[src/rtl/hssi_rst_seq_pkg.sv]
// Shared types and sizing helpers for the HSSI reset sequencer.
// One handshake FSM per cold/TX/RX reset domain.
package hssi_rst_seq_pkg;

  localparam int MAX_NUM_ETH_CHANNELS = 16;
  localparam int NUM_UNITS = 2 * MAX_NUM_ETH_CHANNELS + 1;

  typedef enum logic [1:0] {
    ST_IDLE,
    ST_ASSERT,
    ST_HELD,
    ST_RELEASE
  } hs_st_e;

  function automatic int tmr_w(input int cyc);
    return $clog2(cyc + 1);
  endfunction

  function automatic int num_units(input int nch);
    return 2 * nch + 1;
  endfunction

endpackage

[src/rtl/hssi_rst_hs_unit.sv]
// One req/ack reset handshake with the SS: ack synchronizer,
// phase timer and sticky timeout flag.
module hssi_rst_hs_unit
  import hssi_rst_seq_pkg::*;
#(
  parameter int TIMEOUT_CYC = 65535,
  parameter int SYNC_STAGES = 2
) (
  input  logic clk,
  input  logic rst_n,
  input  logic i_req,
  input  logic i_ack_n,
  input  logic i_err_clr,
  output logic o_rst_n,
  output logic o_ack,
  output logic o_to,
  output logic o_busy
);

  localparam int TW = tmr_w(TIMEOUT_CYC);
  localparam logic [TW-1:0] TLAST = TW'(TIMEOUT_CYC - 1);

  logic [SYNC_STAGES-1:0] r_sync;
  hs_st_e                 r_st;
  logic [TW-1:0]          r_tmr;
  logic                   r_rst_n;
  logic                   r_ack;
  logic                   r_to;

  logic          w_sack;
  logic          w_tmr_max;
  logic [TW-1:0] w_tmr_inc;
  logic          w_set_to;

  assign w_sack    = ~r_sync[SYNC_STAGES-1];
  assign w_tmr_max = (r_tmr == TLAST);
  assign w_tmr_inc = (&r_tmr) ? r_tmr : r_tmr + 1'b1;
  assign w_set_to  = w_tmr_max &
                     (((r_st == ST_ASSERT) & ~w_sack) |
                      ((r_st == ST_RELEASE) & w_sack));

  always_ff @(posedge clk or negedge rst_n) begin
    if (!rst_n) begin
      r_sync <= '1;
    end else begin
      r_sync <= {r_sync[SYNC_STAGES-2:0], i_ack_n};
    end
  end

  always_ff @(posedge clk or negedge rst_n) begin
    if (!rst_n) begin
      r_st    <= ST_IDLE;
      r_tmr   <= '0;
      r_rst_n <= 1'b1;
      r_ack   <= 1'b0;
      r_to    <= 1'b0;
    end else begin
      unique case (r_st)
        ST_IDLE: begin
          r_tmr <= '0;
          if (i_req) begin
            r_st    <= ST_ASSERT;
            r_rst_n <= 1'b0;
          end
        end
        ST_ASSERT: begin
          r_tmr <= w_tmr_inc;
          if (w_sack || w_tmr_max) begin
            r_st  <= ST_HELD;
            r_ack <= 1'b1;
          end
        end
        ST_HELD: begin
          if (!i_req) begin
            r_st    <= ST_RELEASE;
            r_rst_n <= 1'b1;
            r_tmr   <= '0;
          end
        end
        ST_RELEASE: begin
          r_tmr <= w_tmr_inc;
          if (!w_sack || w_tmr_max) begin
            r_st  <= ST_IDLE;
            r_ack <= 1'b0;
          end
        end
        default: r_st <= ST_IDLE;
      endcase
      // a timeout in the same cycle as a clear must stay visible
      if (w_set_to) begin
        r_to <= 1'b1;
      end else if (i_err_clr) begin
        r_to <= 1'b0;
      end
    end
  end

  assign o_rst_n = r_rst_n;
  assign o_ack   = r_ack;
  assign o_to    = r_to;
  assign o_busy  = (r_st != ST_IDLE);

endmodule

[src/rtl/hssi_rst_seq.sv]
// HSSI reset sequencer: cold + per-lane TX/RX handshakes with the
// SS reset ports, cold override and AXI-S reset generation.
module hssi_rst_seq
  import hssi_rst_seq_pkg::*;
#(
  parameter int NUM_CH      = MAX_NUM_ETH_CHANNELS,
  parameter int TIMEOUT_CYC = 65535,
  parameter int SYNC_STAGES = 2
) (
  input  logic              clk,
  input  logic              rst_n,
  input  logic              i_cold_rst,
  input  logic [NUM_CH-1:0] i_tx_rst,
  input  logic [NUM_CH-1:0] i_rx_rst,
  input  logic              i_err_clr,
  output logic              o_ss_cold_rst_n,
  input  logic              i_ss_cold_rst_ack_n,
  output logic [NUM_CH-1:0] o_ss_tx_rst_n,
  input  logic [NUM_CH-1:0] i_ss_tx_rst_ack_n,
  output logic [NUM_CH-1:0] o_ss_rx_rst_n,
  input  logic [NUM_CH-1:0] i_ss_rx_rst_ack_n,
  output logic              o_cold_rst_ack,
  output logic [NUM_CH-1:0] o_tx_rst_ack,
  output logic [NUM_CH-1:0] o_rx_rst_ack,
  output logic [NUM_CH-1:0] o_axis_tx_areset,
  output logic [NUM_CH-1:0] o_axis_rx_areset,
  output logic              o_cold_rst_to,
  output logic [NUM_CH-1:0] o_tx_rst_to,
  output logic [NUM_CH-1:0] o_rx_rst_to
);

  localparam int NU = num_units(NUM_CH);

  logic [NU-1:0]     w_req;
  logic [NU-1:0]     w_ack_n;
  logic [NU-1:0]     w_rst_n;
  logic [NU-1:0]     w_ack;
  logic [NU-1:0]     w_to;
  logic [NU-1:0]     w_busy;
  logic              w_cold_busy;
  logic [NUM_CH-1:0] w_cold_vec;
  logic [NUM_CH-1:0] r_tx_areset;
  logic [NUM_CH-1:0] r_rx_areset;

  assign w_cold_busy = w_busy[0];
  assign w_cold_vec  = {NUM_CH{w_cold_busy}};

  // unit 0 is cold, then TX lanes, then RX lanes
  assign w_req = {i_rx_rst | w_cold_vec,
                  i_tx_rst | w_cold_vec,
                  i_cold_rst};
  assign w_ack_n = {i_ss_rx_rst_ack_n,
                    i_ss_tx_rst_ack_n,
                    i_ss_cold_rst_ack_n};

  for (genvar gi = 0; gi < NU; gi++) begin : g_unit
    hssi_rst_hs_unit #(
      .TIMEOUT_CYC(TIMEOUT_CYC),
      .SYNC_STAGES(SYNC_STAGES)
    ) u_hs (
      .clk      (clk),
      .rst_n    (rst_n),
      .i_req    (w_req[gi]),
      .i_ack_n  (w_ack_n[gi]),
      .i_err_clr(i_err_clr),
      .o_rst_n  (w_rst_n[gi]),
      .o_ack    (w_ack[gi]),
      .o_to     (w_to[gi]),
      .o_busy   (w_busy[gi])
    );
  end

  always_ff @(posedge clk or negedge rst_n) begin
    if (!rst_n) begin
      r_tx_areset <= '0;
      r_rx_areset <= '0;
    end else begin
      r_tx_areset <= w_busy[NUM_CH:1] | i_tx_rst | w_cold_vec;
      r_rx_areset <= w_busy[2*NUM_CH:NUM_CH+1] | i_rx_rst | w_cold_vec;
    end
  end

  assign o_ss_cold_rst_n  = w_rst_n[0];
  assign o_ss_tx_rst_n    = w_rst_n[NUM_CH:1];
  assign o_ss_rx_rst_n    = w_rst_n[2*NUM_CH:NUM_CH+1];
  assign o_cold_rst_ack   = w_ack[0];
  assign o_tx_rst_ack     = w_ack[NUM_CH:1];
  assign o_rx_rst_ack     = w_ack[2*NUM_CH:NUM_CH+1];
  assign o_cold_rst_to    = w_to[0];
  assign o_tx_rst_to      = w_to[NUM_CH:1];
  assign o_rx_rst_to      = w_to[2*NUM_CH:NUM_CH+1];
  assign o_axis_tx_areset = r_tx_areset;
  assign o_axis_rx_areset = r_rx_areset;

endmodule
[config.mk]
export PLATFORM = sky130hd
export DESIGN_NAME = hssi_rst_seq
export DESIGN_NICKNAME = d
export VERILOG_FILES = /design/src/rtl/hssi_rst_seq_pkg.sv /design/src/rtl/hssi_rst_hs_unit.sv /design/src/rtl/hssi_rst_seq.sv
export SDC_FILE = /design/constraint.sdc
export NUM_CORES = 2
export LEC_CHECK = 0
export ABC_AREA = 0
export BUFFER_PORTS_ARGS = -buffer_cell sky130_fd_sc_hd__clkbuf_2
export CAP_MARGIN = 30
export CORE_ASPECT_RATIO = 1.75
export CORE_UTILIZATION = 55
export DETAILED_ROUTE_END_ITERATION = 6
export GPL_TIMING_DRIVEN = 0
export PLACE_DENSITY = 0.75
export SYNTH_ARGS = -nofsm -noshare
export SYNTH_HDL_FRONTEND = slang
export SYNTH_SLANG_ARGS = --single-unit
[constraint.sdc]
create_clock -name clk -period 2.1 [get_ports clk]
set_input_delay 0.105 -clock clk [delete_from_list [all_inputs] [get_ports clk]]
set_output_delay 0.105 -clock clk [all_outputs]
set_load 0.01 [all_outputs]
==> metrics <==
net switching power=around 27 mW; CORE AREA=slightly below 80000 um^2; # rows=136; flop-to-flop setup slack=-0.16 ns; Clk Tree Root Cell=clkbuf_16; FF+latch area=19900 um^2; DR pass1 iterations=6; clk slew on worst S/H paths=roughly 0.060 ns; Net Sw Frac=between 40% and 50%; period utilization=108%; Final Hold Fails=0; antenna-violating nets left=0; Iteration-0 DRC Markers=~2600; Starting Density=roughly 56%; status=finished, violations left; PD cells=around 1200 nW/um^2; R2R depth=9; final HPWL from detailed placement=76100 um; main flop type after synthesis=dfrtp_1; post-synthesis cell area=43700 um^2; Synth cell types=83; Die Wd=roughly 210 um; Avg Cell Area, Syn=9.35 um^2; Synthesis Warnings=0; CP endpoint kind=flip-flop; peak supply drop=around 1.1 mV; final hold slack=roughly 0.0055 ns; CTS tree=done; register area share after synthesis=45.6%; GP Congestion=between 0.9 and 1; # DRC=0; nets@finish=5500; share of layout cells above drive strength 1=27.4%; max_cap viols=0; Worst Skew=about 0.022 ns; Post-Syn Nets=roughly 4900; initial antenna violation count=2; vias in the first global route=38500; fill count=roughly 5800; WS Path Type=flip-flop to flip-flop; latest clock arrival within the worst-skew pair=0.67 ns; R2R Path End=g_unit[23].u_hs.r_tmr[15]; Num CTS Buffers=77; DR vias/cell=6.28; Slew Limit Fails=0; worst min path class=primary input to async pin; pre-CTS setup slack=-1.71 ns; number of cells produced by synthesis=about 4700; Layout area overhead=26.8%; chip height=around 370 um; Synth Register Bits=~790; final setup margin=-0.158 ns; overall global routing resource usage=27.8%; critical path arrival=2.78 ns; Ports=200; first-pass GRT wire length=187000 um; final WL=119000 um; Final Critical Period=between 2 and 2.5 ns; RSZ-0062 raised after global routing=true; Worst R2R Start=g_unit[0].u_hs.r_st[0]; via count=between 30000 and 40000; violated checks=setup timing; H-Tree Depth=3; Multi-input gate area=~25000 um^2; Max-slew headroom=a little over a third; die area=80600 um^2; remaining global-route overflow=0; Post-synth EDFFs=0; Seq pwr share=29.8%; final number of setup-violating endpoints=between 100 and 150; proportion of power drawn by the clock network=22.0%; largest net degree at the start of global routing=between 100 and 150; CP Launch Type=flip-flop; post-synthesis async set-or-reset flop share=100%; Clock Path Buffers=3; combinational power share=about half; Req. time, crit path=2.62 ns; CP Max Fanout=5; Clock Sinks=just under 800; Least-Margin Pin Slew=around 0.96 ns; Leak Pwr=roughly 24 nW; Pint=between 30 and 40 mW; Avg WL per Cell=~19 um; Max Freq=around 440 MHz; buffers added on ports=between 150 and 200
==> final cells by class <==
cell class | count | share of cell area (%)
multi-input combinational | 3504 | 45.8
tap | 1035 | 2.34
buffer | 170 | 2.42
clock inverter | 26 | 0.565
inverter | 169 | 1.17
clock buffer | 115 | 4.20
timing repair buffer | 519 | 7.49
sequential | 791 | 36.0
antenna | 2 | 0.00904
==> power groups by stage <==
stage               clock, mW  combinational, mW  sequential, mW
detailed placement          0               23.3            20.0
floorplan                   0               16.6            19.5
CTS                      15.0               27.6            19.7
finish                   14.7               32.1            19.8
global route             15.5               34.9            20.2
global placement            0               22.7            19.9
==> registers in the layout, indices dropped and copies added (netlist names) <==
signal and cells:
o_axis_tx_areset 16, g_unit.u_hs.r_sync 66, g_unit.u_hs.o_ack 33, g_unit.u_hs.r_tmr 528
g_unit.u_hs.o_to 33, o_axis_rx_areset 16, g_unit.u_hs.r_st 66, g_unit.u_hs.o_rst_n 33
==> Yosys cell counts, types with 73 or more instances <==
cell      count  share of area, %
nor3_1       73              0.84
clkbuf_1     92              0.79
nand4_1     167               2.4
o21ai_0     344               3.9
a21oi_1     250               2.9
dfstp_2      99               6.0
nand3_1     236               2.7
buf_4        97               1.7
nor2_1      370               3.2
dfrtp_1     692                40
inv_1       169               1.5
and3_1       98               1.4
ha_1        199               5.7
a31oi_1      75               1.1
nand2_1     484               4.2
o31ai_1     166               2.9
==> cell usage in the layout, fill, tap and decap left out, drive strengths merged, types with 57 or more instances in the layout <==
cell type / instances
and4: 57
dfrtp: 692
a21oi: 250
and3: 98
inv: 169
nor2: 371
nand3: 237
clkbuf: 359
or4: 67
nor3: 73
nand2: 484
ha: 199
buf: 377
a31oi: 75
nand4: 167
o31ai: 168
o21ai: 357
dlygate4sd3: 68
dfstp: 99
and2: 64
==> critical path, stage by stage (launching register included) <==
cell and delay (ns):
dfrtp_1 0.39, inv_2 0.08, ha_4 0.19, buf_12 0.19, buf_16 0.18, nand2b_4 0.10
and2_4 0.17, or3_1 0.35, o311ai_1 0.29, o41ai_1 0.12
==> per-stage QoR <==
stage	TNS [ns]	cell area (um^2)	power, mW	instances	utilization, %
global route	-18.15	55400	70.6	6329	70.4
detailed placement	-552.81	46300	43.3	5916	58.9
CTS	-5.26	52200	62.3	6207	66.4
global placement	-	46000	42.6	5904	58.5
finish	-5.22	55400	66.6	6331	70.4
floorplan	-0.398	43700	36.1	4670	-
==> how the worst max path moves through the flow <==
stage                     slack, ns  cells after the start              startpoint                   endpoint
after CTS                     -0.15                      9  g_unit[0].u_hs.r_st[0]   g_unit[12].u_hs.r_tmr[7]
final                         -0.16                      9  g_unit[0].u_hs.r_st[0]  g_unit[23].u_hs.r_tmr[15]
after floorplan               -0.09                      9  g_unit[0].u_hs.r_st[0]   g_unit[3].u_hs.r_tmr[10]
after global routing          -0.21                     11  g_unit[0].u_hs.r_st[0]  g_unit[20].u_hs.r_tmr[14]
after detailed placement      -1.71                      8  g_unit[0].u_hs.r_st[0]    g_unit[17].u_hs.r_st[1]
after global placement       -18.23                      1                   rst_n    g_unit[18].u_hs.r_st[1]
==> layer usage <==
layer	wire (um)	part of all wire [%]	track usage, %	up-vias
met3	5600	4.7	4.58	335
met1	44400	37	30.7	19700
met2	64200	54	52.0	1191
met5	0	0	0	-
met4	4780	4.0	12.3	0
li1	-	-	-	18500
==> what timing repair did <==
item | in CTS | in global routing
cloned | 5 | 11
buffers inserted | 96 | 134
hold buffers | 68 | 0
endpoints found under the setup margin | 623 | 594
pin swaps | 78 | 173
gates resized for setup | 420 | 583
hold endpoints to repair | 424 | 0
==> kinds of logic after synthesis <==
kind of cell	Yosys count	synth area share [%]
adder cells (fa/ha/maj)	199	5.70
buffers and inverters	377	4.12
multiplexers	65	1.58
flip-flops	791	45.6
AND/OR/NAND/NOR	1877	21.9
XOR/XNOR	82	1.65
AO/OA/AOI/OAI	1279	19.4
Power figures use the tool's default switching activity.
